==> src/rtl/layers_seq.sv <==
// layers_seq: frames a raw image-beat stream into accumulation windows for `layers`
// and counts result handshakes per tile. Optional watchdog: LAYERS_SEQ_TIMEOUT_EN.
module layers_seq #(
  parameter int                    CFG_DWIDTH = 32,
  parameter int                    CFG_AWIDTH = 5,
  parameter int                    GROUP_NB   = 4,
  parameter int                    IMG_WIDTH  = 16,
  parameter logic [CFG_AWIDTH-1:0] CFG_SEQ_A  = 5'd20,
  parameter logic [CFG_AWIDTH-1:0] CFG_SEQ_B  = 5'd21
) (
  input  logic                          clk,
  input  logic                          rst,
  input  logic [CFG_DWIDTH-1:0]         cfg_data,
  input  logic [CFG_AWIDTH-1:0]         cfg_addr,
  input  logic                          cfg_valid,
  input  logic                          start,
  output logic                          busy,
  output logic                          done,
  input  logic [GROUP_NB*IMG_WIDTH-1:0] src_bus,
  input  logic                          src_val,
  output logic                          src_rdy,
  output logic [GROUP_NB*IMG_WIDTH-1:0] image_bus,
  output logic                          image_last,
  output logic                          image_val,
  input  logic                          image_rdy,
  input  logic                          result_val,
  input  logic                          result_rdy
`ifdef LAYERS_SEQ_TIMEOUT_EN
  ,
  output logic                          timeout
`endif
);

  typedef enum logic [3:0] {
    S_IDLE   = 4'b0001,
    S_STREAM = 4'b0010,
    S_DRAIN  = 4'b0100,
    S_DONE   = 4'b1000
  } state_t;

  state_t      r_state;
  logic [15:0] r_steps, r_outputs;
  logic [7:0]  r_pool_nb;
  logic [15:0] r_sh_steps, r_sh_outputs;
  logic [7:0]  r_sh_pool_nb;
  logic [15:0] r_beat_cnt, r_sched_cnt, r_res_cnt;
  logic [7:0]  r_win_cnt;

  logic        w_stream, w_active, w_beat, w_res, w_last;
  logic [15:0] w_last_idx, w_res_next;
  logic        w_unused;

  assign w_unused = ^cfg_data[CFG_DWIDTH-1:24];

  always_ff @(posedge clk) begin
    if (cfg_valid && cfg_addr == CFG_SEQ_A) begin
      r_steps   <= cfg_data[15:0];
      r_pool_nb <= cfg_data[23:16];
    end
    if (cfg_valid && cfg_addr == CFG_SEQ_B) begin
      r_outputs <= cfg_data[15:0];
    end
  end

  assign w_stream   = (r_state == S_STREAM);
  assign w_active   = (r_state == S_STREAM) || (r_state == S_DRAIN);
  assign image_bus  = src_bus;
  assign image_val  = src_val & w_stream;
  assign src_rdy    = image_rdy & w_stream;
  assign w_beat     = src_val & image_rdy & w_stream;
  assign w_res      = result_val & result_rdy & w_active;
  assign w_last_idx = (r_sh_steps == '0) ? '0 : r_sh_steps - 16'd1;
  assign w_last     = w_stream && (r_beat_cnt == w_last_idx);
  assign image_last = w_last;
  // DRAIN exits on the handshake itself so DONE lands one cycle after it.
  assign w_res_next = r_res_cnt + {15'd0, w_res};
  assign busy       = w_active;
  assign done       = (r_state == S_DONE);

`ifdef LAYERS_SEQ_TIMEOUT_EN
  logic [23:0] r_wdog;
  logic        r_timeout;
  assign timeout = r_timeout;
`endif

  always_ff @(posedge clk) begin
    if (rst) begin
      r_state      <= S_IDLE;
      r_sh_steps   <= '0;
      r_sh_outputs <= '0;
      r_sh_pool_nb <= '0;
      r_beat_cnt   <= '0;
      r_sched_cnt  <= '0;
      r_res_cnt    <= '0;
      r_win_cnt    <= '0;
`ifdef LAYERS_SEQ_TIMEOUT_EN
      r_wdog       <= '0;
      r_timeout    <= 1'b0;
`endif
    end else begin
      case (r_state)
        S_IDLE: begin
          if (start) begin
            r_sh_steps   <= r_steps;
            r_sh_outputs <= r_outputs;
            r_sh_pool_nb <= r_pool_nb;
            r_beat_cnt   <= '0;
            r_sched_cnt  <= '0;
            r_res_cnt    <= '0;
            r_win_cnt    <= '0;
            r_state      <= (r_outputs == '0) ? S_DONE : S_STREAM;
`ifdef LAYERS_SEQ_TIMEOUT_EN
            r_wdog       <= '0;
            r_timeout    <= 1'b0;
`endif
          end
        end
        S_STREAM: begin
          if (w_beat) begin
            if (w_last) begin
              r_beat_cnt <= '0;
              if (r_win_cnt == r_sh_pool_nb) begin
                r_win_cnt   <= '0;
                r_sched_cnt <= r_sched_cnt + 16'd1;
                if (r_sched_cnt + 16'd1 == r_sh_outputs) r_state <= S_DRAIN;
              end else begin
                r_win_cnt <= r_win_cnt + 8'd1;
              end
            end else begin
              r_beat_cnt <= r_beat_cnt + 16'd1;
            end
          end
        end
        S_DRAIN: begin
          if (w_res_next == r_sh_outputs) r_state <= S_DONE;
        end
        S_DONE:  r_state <= S_IDLE;
        default: r_state <= S_IDLE;
      endcase

      if (w_res) r_res_cnt <= w_res_next;

`ifdef LAYERS_SEQ_TIMEOUT_EN
      if (w_active) begin
        if (w_beat || w_res) begin
          r_wdog <= '0;
        end else if (r_wdog == '1) begin
          r_wdog    <= '0;
          r_timeout <= 1'b1;
          r_state   <= S_DONE;
        end else begin
          r_wdog <= r_wdog + 24'd1;
        end
      end
`endif
    end
  end

endmodule
==> config.mk <==
export PLATFORM = sky130hd
export DESIGN_NAME = layers_seq
export DESIGN_NICKNAME = d
export VERILOG_FILES = /design/src/rtl/layers_seq.sv
export SDC_FILE = /design/constraint.sdc
export NUM_CORES = 1
export LEC_CHECK = 0
export ABC_CLOCK_PERIOD_IN_PS = 5900
export BUFFER_PORTS_ARGS = -buffer_cell sky130_fd_sc_hd__buf_4
export CAP_MARGIN = 20
export CORE_MARGIN = 3
export CORE_UTILIZATION = 25
export CTS_CLUSTER_SIZE = 12
export DETAILED_ROUTE_END_ITERATION = 8
export HOLD_SLACK_MARGIN = 0.02
export PLACE_DENSITY = 0.44
export RECOVER_POWER = 25
export SLEW_MARGIN = 20
export SYNTH_ARGS = -nofsm -noshare
export SYNTH_HDL_FRONTEND = slang
export SYNTH_SLANG_ARGS = --single-unit
==> constraint.sdc <==
create_clock -name clk -period 5.9 [get_ports clk]
set_input_delay 1.475 -clock clk [delete_from_list [all_inputs] [get_ports clk]]
set_output_delay 1.475 -clock clk [all_outputs]
set_load 0.02 [all_outputs]
Word-level counts from Yosys, hierarchy flattened
Cells that the tools add are included.
Cells by class
  $add $sub $neg: 5
  equal/unequal tests: 16
  mux-type cells: 24
  bitwise operators: 6
  reductions and logical operators: 15
Operator list (count)
  2-to-1 mux 16 bit: 9
  case mux 16 bit (2 select lines): 2
  equality test 16 bit: 3
  adder 16 x 1 -> 16 bit (second input constant): 2
  logical NOT 16 bit: 2
  2-to-1 mux 8 bit: 4
  2-to-1 mux 4 bit: 7
  adder 16 x 1 -> 16 bit: 1
  case mux 8 bit (2 select lines): 1
  subtractor 16 x 1 -> 16 bit (second input constant): 1
  case mux 4 bit (3 select lines): 1
  equality test 5 bit (second input constant): 2
  adder 8 x 1 -> 8 bit (second input constant): 1
  equality test 8 bit: 1
  != test 2 x 1 -> 1 bit (second input constant): 4
  AND 1 bit: 6
  AND reduction 6 bit: 1
  nonzero test 2 bit: 3
  AND reduction 5 bit: 1
  equality test 4 x 1 -> 1 bit (second input constant): 1
  equality test 4 x 2 -> 1 bit (second input constant): 1
  equality test 4 x 3 -> 1 bit (second input constant): 1
  equality test 4 bit (second input constant): 1
  != test 2 bit (second input constant): 2
  other kinds (5): 8
Word-level totals
  bits in registers: 140
  input port bits: 109
  output and inout port bits: 69
  logic and storage cells: 77

Depth between registers and ports, before layout
Gate-level depths: netlist of run 1.
  depth after elaboration: 7
  depth in mapped cells: 14
  mapped depth without buffers: 14

Worst setup path after synthesis of run 1
Ideal clock, no wire load.
  path kind: register to output
  start: register r_sh_steps[3]
  end: output image_last
  arrival time: 3.031 ns
  data required time: 4.425 ns
  path slack: 1.394 ns
  cell stages (with the launch flop): 11
  path buffers: 2
  path through: dfxtp_1 or4_1 buf_2 or3_4 or3_1 a32o_2 a2111oi_4 nand4_2 nand2b_4 clkbuf_1 nor2_1
On the way
  longest elaborated chain between the ends: 4
  elaborated cells between the ends (all ways): 5
  those cells by class: 1 x add/sub; 1 x eq/ne; 1 x mux; 2 x reduce/logical
Ends and longest elaborated chain
  start, declared: line 44  | logic [15:0] r_sh_steps, r_sh_outputs;
  start signal, assigned: line 104  | r_sh_steps <= r_steps;
  subtractor 16 x 1 -> 16 bit / logical NOT 16 bit (equally long branches): line 72  | assign w_last_idx = (r_sh_steps == '0) ? '0 : r_sh_steps - 16'd1;
  2-to-1 mux 16 bit (*): line 72
  equality test 16 bit (*): line 73  | assign w_last = w_stream && (r_beat_cnt == w_last_idx);
  logical AND 1 bit (*): line 73
  end, declared: line 23  | output logic image_last,
Mark *: on every way between the ends. The rest lies on a longest branch, timed or not.

Final worst setup path of run 1
  start: register r_sh_steps[0]
  end: output image_last
The elaborated chain is that of the path after synthesis.

==> impl_metrics.csv, run 1 <==
group,metric,value,unit
synth,synth_commonest_cells,"137 x nand2_1, 100 x dfxtp_1, 70 x a21oi_1",
finish,final_cell_area,0.00855,mm2
setup_path,critPathKind,"reg2out",
setup_path,cp_num_buf_inv,2,
synth,synth_top_area_frac,0.256,
floorplan,die_area,0.0334,mm2
clocking,cts-root-buf,"clkbuf_16",
worst_hold_path,hp-class,"reg2reg",
power_and_ir_drop,p_per_area,278,mW/mm2
sta,skew,0.00677,ns
clocking,cts.clk_slew.worst_paths,0.06,ns
placement,post_dp_cell_area,0.00805,mm2
synth,yosysMostFrequentCell,"nand2_1",
drt,drt_iter0_drc,279,
synth,ys_async_sr_fraction,0,
floorplan,start_util,0.255,
synth,syn_nets,1032,
synth,synthDistinctLibCells,68,
setup_path,cp_max_fo,15,
clocking,clk_path_buf_depth,2,
sta,timing.setup.tns,0,ns
sta,fin_crit,5.15,ns
setup_path,path_cells,"inv_1 -> ha_1 -> nor3b_1 -> nand4_1 -> or3_1 -> o41a_1 -> and3_1 -> nor4_4 -> nand2b_4 -> nor2_1 -> buf_4",
sta,rsz0062_at_grt,"no",
global_route,overflow,0,
drt,viasPerCell,4.77,
synth,synth_area,0.00781,mm2
clocking,htree_levels,4,
setup_path,slowest_delay,0.45,ns
sta,fmax,194,MHz
synth,ys.flop_type,"dfxtp_1",
drt,drt_wl_total,20.7,mm
global_route,grt_busiest_layer,"met2",
clocking,cts.repair_timing.setup_buffer_count,0,
clocking,ctsHoldBuffers,0,
clocking,ctsResizeCount,0,
sta,setup_viol_count_final,0,
sta,fin_crit_sh,0.872,
sta,max_slew_margin,-0.363,
finish,drive_gt1_frac,0.0910,
floorplan,core,0.0307,mm2
synth,synthCells,916,
setup_path,endpoint_kind,"output port",
setup_path,worst_path_max_delay_cell,"nor4_4",
placement,place_inst,1254,
floorplan,die_w,183,um
finish,area_delta_synth_final,9.45,%
sta,hold_violations,0,
flow_run,cap_violations,1,
drt,num_vias,6138,
synth,synth.area.top_cells,"dfxtp_1 26%, edfxtp_1 15%, nand2_1 6.6%, buf_4 6.1%, xnor2_1 6.1%",
finish,nNetsFinal,993,
run_status,outcome,"complete, but fails checks",
synth,ys_ff_latch,140,
drt,drc,0,
global_route,track_usage,0.124,
placement,detailed_place_hpwl,14.7,mm
floorplan,die_h,183,um
clocking,clk_latency,0.42,ns
clocking,numCtsBuffers,17,
sta,worstMarginPinSlew,2.04,ns
synth,yosys_warnings,0,
clocking,cts_tree,"done",
sta,drv_slew,45,
placement,gp_congestion,0.819,
drt,ant_nets,0,
setup_path,path_delay_family,"simple AND/OR/NAND/NOR gates",
floorplan,rows,64,
global_route,use_met3,0.0230,
synth,postSynthAreaPerCell,8.53,um2
global_route,antenna_found_initial,0,
clocking,cts.sinks,140,
floorplan,pin_count,178,
setup_path,start_kind,"register",
global_route,grtUsageMet2,0.191,
placement,portBuffers,41,
finish,fin_cells,1286,
synth,yosysTopAreaCell,"dfxtp_1",
synth,synth-edff-count,40,
global_route,grt_max_degree,72,
setup_path,cp.required,4.43,ns
finish,antenna_cells,0,
power_and_ir_drop,peakVddDrop,0.194,mV
global_route,grt_pass1_vias,5855,
synth,yosysSeqAreaShare,0.410,
global_route,grtUsageMet1,0.174,
global_route,grt_pass1_wl,32.8,mm
run_status,violations,"max-capacitance violations, max-slew violations",
drt,drt-pass1-iter-count,4,
setup_path,cp.arrival,3.67,ns
power_and_ir_drop,power_leakage,0.00291,uW
drt,wl_per_cell,16.1,um
-- sequential cells by signal, indices dropped and copies added (netlist names) --
name,cells
r_beat_cnt,16
r_outputs,16
r_res_cnt,16
r_sched_cnt,16
r_sh_outputs,16
r_sh_steps,16
r_steps,16
r_pool_nb,8
r_sh_pool_nb,8
r_win_cnt,8
r_state,4
-- worst min-delay path: stages (launching register included) --
cell and delay (ns):
dfxtp_1 0.31, nand2_1 0.05, a21oi_1 0.05
-- worst paths after layout --
| kind | startpoint | to | slack [ns] | depth (start not counted) |
|---|---|---|---|---|
| hold reg to reg | r_sh_pool_nb[6] | r_sh_pool_nb[6] | 0.47 | 2 |
| setup reg to reg | r_state[1] | r_state[3] | 1.67 | 15 |
| hold / removal | r_sh_pool_nb[6] | r_sh_pool_nb[6] | 0.47 | 2 |
| setup / recovery | r_sh_steps[0] | image_last | 0.75 | 11 |
-- cell families after synthesis --
group                    count (synthesis)  synth area share
multiplexers                             2           0.00256
flip-flops                             140             0.410
XOR/XNOR                                82            0.0938
AO/OA/AOI/OAI                          161             0.126
buffers and inverters                  124            0.0908
adder cells (fa/ha/maj)                  7            0.0112
AND/OR/NAND/NOR                        400             0.266
-- per-stage QoR --
step	setup slack (ns)	total power, uW	hold WS, ns	util
detailed placement	1.22	1320	0.463	0.262
global route	0.472	2480	0.492	0.279
CTS	0.715	2420	0.471	0.281
finish	0.753	2380	0.466	0.279
global placement	1.18	1320	0.458	0.262
floorplan	1.39	1300	0.449	-
-- layout by cell type (no fill, tap or decap), types with 16 or more instances in the layout --
cell	Yosys	final
nand2_1	137	137
dfxtp_1	100	100
a21oi_1	70	70
nor2_1	64	63
xnor2_1	54	54
nand3_1	42	42
edfxtp_1	40	40
o21ai_0	32	32
xor2_1	27	27
clkbuf_1	40	22
buf_4	64	22
nor3_1	20	20
nand4_1	19	19
and3_1	17	17
clkbuf_16	0	17
nor4_1	16	16
-- cell type report --
class                   instances  area, um2
fillers                      3309      22100
multi-input cells             652       3910
flip-flops and latches        140       3200
well taps                     396        495
clock buffers                  20        447
repair buffers                 50        300
clock inverters                12        135
inverters                      16       60.1
-- where the power goes --
| part | internal (uW) | leakage [uW] | switching, uW |
|---|---|---|---|
| Sequential | 1010 | 0.00117 | 30.1 |
| Clock | 639 | 0.000282 | 444 |
| Combinational | 102 | 0.00146 | 153 |
| Total | 1750 | 0.00291 | 627 |
-- routing by layer --
| layer | routed length (um) | share of wire |
|---|---|---|
| met1 | 10400 | 0.51 |
| met2 | 9130 | 0.44 |
| met3 | 697 | 0.034 |
| met4 | 384 | 0.019 |
| met5 | 0 | 0 |
Note: power is estimated with default switching activity, not from simulation.
==> run 2: changes to the inputs <==
PLACE_DENSITY = unset   (was 0.44)
==> impl_metrics.csv, run 2 (same netlist as run 1, synthesis figures left out) <==
group,metric,value,unit
run_status,outcome,"complete, but fails checks",
run_status,violations,"max-capacitance violations, max-slew violations",
placement,portBuffers,41,
setup_path,start_kind,"register",
clocking,numCtsBuffers,17,
clocking,clk_path_buf_depth,2,
setup_path,r2r_end,"r_state[2]",
setup_path,path_delay_family,"simple AND/OR/NAND/NOR gates",
finish,mostFrequentLayoutCell,"nand2_1",
drt,drt_iter0_drc,438,
clocking,htree_levels,4,
global_route,grt_max_degree,72,
floorplan,die_w,183,um
sta,rsz0062_at_grt,"no",
setup_path,cp_num_buf_inv,1,
power_and_ir_drop,power_leakage,0.00295,uW
power_and_ir_drop,peakVddDrop,0.222,mV
floorplan,die_area,0.0334,mm2
drt,drt-pass1-iter-count,5,
setup_path,endpoint_kind,"output port",
sta,max_slew_margin,-1.10,
setup_path,crit_end,"image_last",
setup_path,critPathLaunch,"r_sh_steps[3]",
clocking,clk_latency,0.43,ns
setup_path,cp.depth,9,
floorplan,start_util,0.255,
worst_hold_path,hp-class,"reg2reg",
power_and_ir_drop,power_frac_comb,0.106,
setup_path,timing.rr.start,"r_state[3]",
floorplan,die_h,183,um
finish,area_delta_synth_final,10.0,%
sta,hold_violations,0,
setup_path,cp_max_fo,15,
power_and_ir_drop,p_int,1730,uW
flow_run,cap_violations,1,
sta,fin_crit_sh,0.874,
clocking,cts.repair_timing.setup_buffer_count,0,
drt,num_vias,6184,
global_route,antenna_found_initial,0,
placement,gp_congestion,0.863,
sta,skew,0.0138,ns
power_and_ir_drop,seq_power_share,0.440,
finish,drive_gt1_frac,0.101,
clocking,ctsHoldBuffers,0,
power_and_ir_drop,finalPower,2360,uW
finish,layout_common_cells,"137 x nand2_1, 100 x dfxtp_1, 70 x a21oi_1",
drt,viasPerCell,4.81,
global_route,track_usage,0.110,
sta,setup_viol_count_final,0,
setup_path,cp.arrival,3.68,ns
sta,timing.setup.tns,0,ns
floorplan,core,0.0307,mm2
floorplan,pin_count,178,
power_and_ir_drop,swShare,0.265,
global_route,grt_pass1_vias,5747,
setup_path,reg2reg_slack,1.87,ns
setup_path,path_cells,"or4_1 -> or3_4 -> or3_1 -> a32o_2 -> a2111oi_4 -> nand4_2 -> nand2b_4 -> nor2_1 -> buf_4",
setup_path,slowest_delay,0.70,ns
power_and_ir_drop,p_per_area,274,mW/mm2
clocking,cts.clk_slew.worst_paths,0.07,ns
placement,detailed_place_hpwl,13.3,mm
global_route,overflow,0,
finish,fin_cells,1286,
clocking,cts-root-buf,"clkbuf_16",
setup_path,worst_path_max_delay_cell,"or4_1",
placement,place_inst,1254,
clocking,cts_tree,"done",
drt,wl_per_cell,14.3,um
clocking,ctsResizeCount,0,
power_and_ir_drop,p_sw,624,uW
finish,antenna_cells,0,
sta,fmax,194,MHz
setup_path,critPathKind,"reg2out",
finish,nNetsFinal,993,
sta,fin_crit,5.15,ns
setup_path,cp.required,4.43,ns
drt,ant_nets,0,
global_route,grt_pass1_wl,30.1,mm
power_and_ir_drop,p_clk_frac,0.453,
clocking,cts.sinks,140,
sta,worstMarginPinSlew,3.15,ns
floorplan,rows,64,
drt,drc,0,
drt,drt_wl_total,18.4,mm
setup_path,reg2reg_depth,13,
sta,drv_slew,72,
## run 2: changes by cell type in the layout (fill, tap and decap cells not counted), sizes merged
cell    before  now
inv         20   23
clkbuf      48   45
buf         22   23
bufinv       2    1
## run 2: worst min path at each step
stage,slack (ns),cells past startpoint,from,to
2_1_floorplan,0.45,2,r_sh_pool_nb[0],r_sh_pool_nb[0]
3_3_place_gp,0.46,2,r_sh_pool_nb[5],r_sh_pool_nb[5]
3_5_place_dp,0.47,2,r_sh_pool_nb[1],r_sh_pool_nb[1]
4_1_cts,0.48,2,r_sh_pool_nb[1],r_sh_pool_nb[1]
5_1_grt,0.50,2,r_sh_pool_nb[2],r_sh_pool_nb[2]
6_report,0.47,2,r_sh_pool_nb[6],r_sh_pool_nb[6]
## run 2: worst reg2reg max path, cell delays in order, from the launching register on
cell and delay [ns]:
dfxtp_1 0.34, nor4b_1 0.50, or2_2 0.26, nand3_1 0.13, clkinv_1 0.24, ha_1 0.31, nand4_1 0.22, or3_1 0.44
xnor2_1 0.14, or3_1 0.36, nor4_1 0.36, nand4_1 0.16, o21ai_0 0.22, a21oi_1 0.09
## run 2: area by class of cell
type | count | area (um2)
inverters | 16 | 60.1
well taps | 396 | 495
flip-flops and latches | 140 | 3200
repair buffers | 50 | 330
clock buffers | 18 | 450
clock inverters | 14 | 146
multi-input cells | 652 | 3910
fillers | 3273 | 22100
## run 2: metrics by stage
step / instance area [um2] / utilization / hold WS (ns) / setup slack, ns
after floorplan: 7820 / - / 0.449 / 1.39
after global placement: 8050 / 0.262 / 0.459 / 1.20
after detailed placement: 8050 / 0.262 / 0.468 / 1.17
after CTS: 8640 / 0.282 / 0.478 / 0.700
after global routing: 8600 / 0.280 / 0.503 / 0.428
final: 8600 / 0.280 / 0.472 / 0.746
## run 2: power groups by stage
stage	sequential, uW	combinational [uW]	clock (uW)
finish	1040	250	1070
global route	1040	279	1130
CTS	1040	255	1100
detailed placement	1060	253	0
global placement	1060	251	0
floorplan	1040	255	0
## run 2: routing by layer
| layer | track usage | wire length [um] |
|---|---|---|
| met1 | 0.154 | 8970 |
| met2 | 0.168 | 8200 |
| met3 | 0.0230 | 917 |
| met4 | 0.0363 | 260 |
| met5 | 0 | 0 |
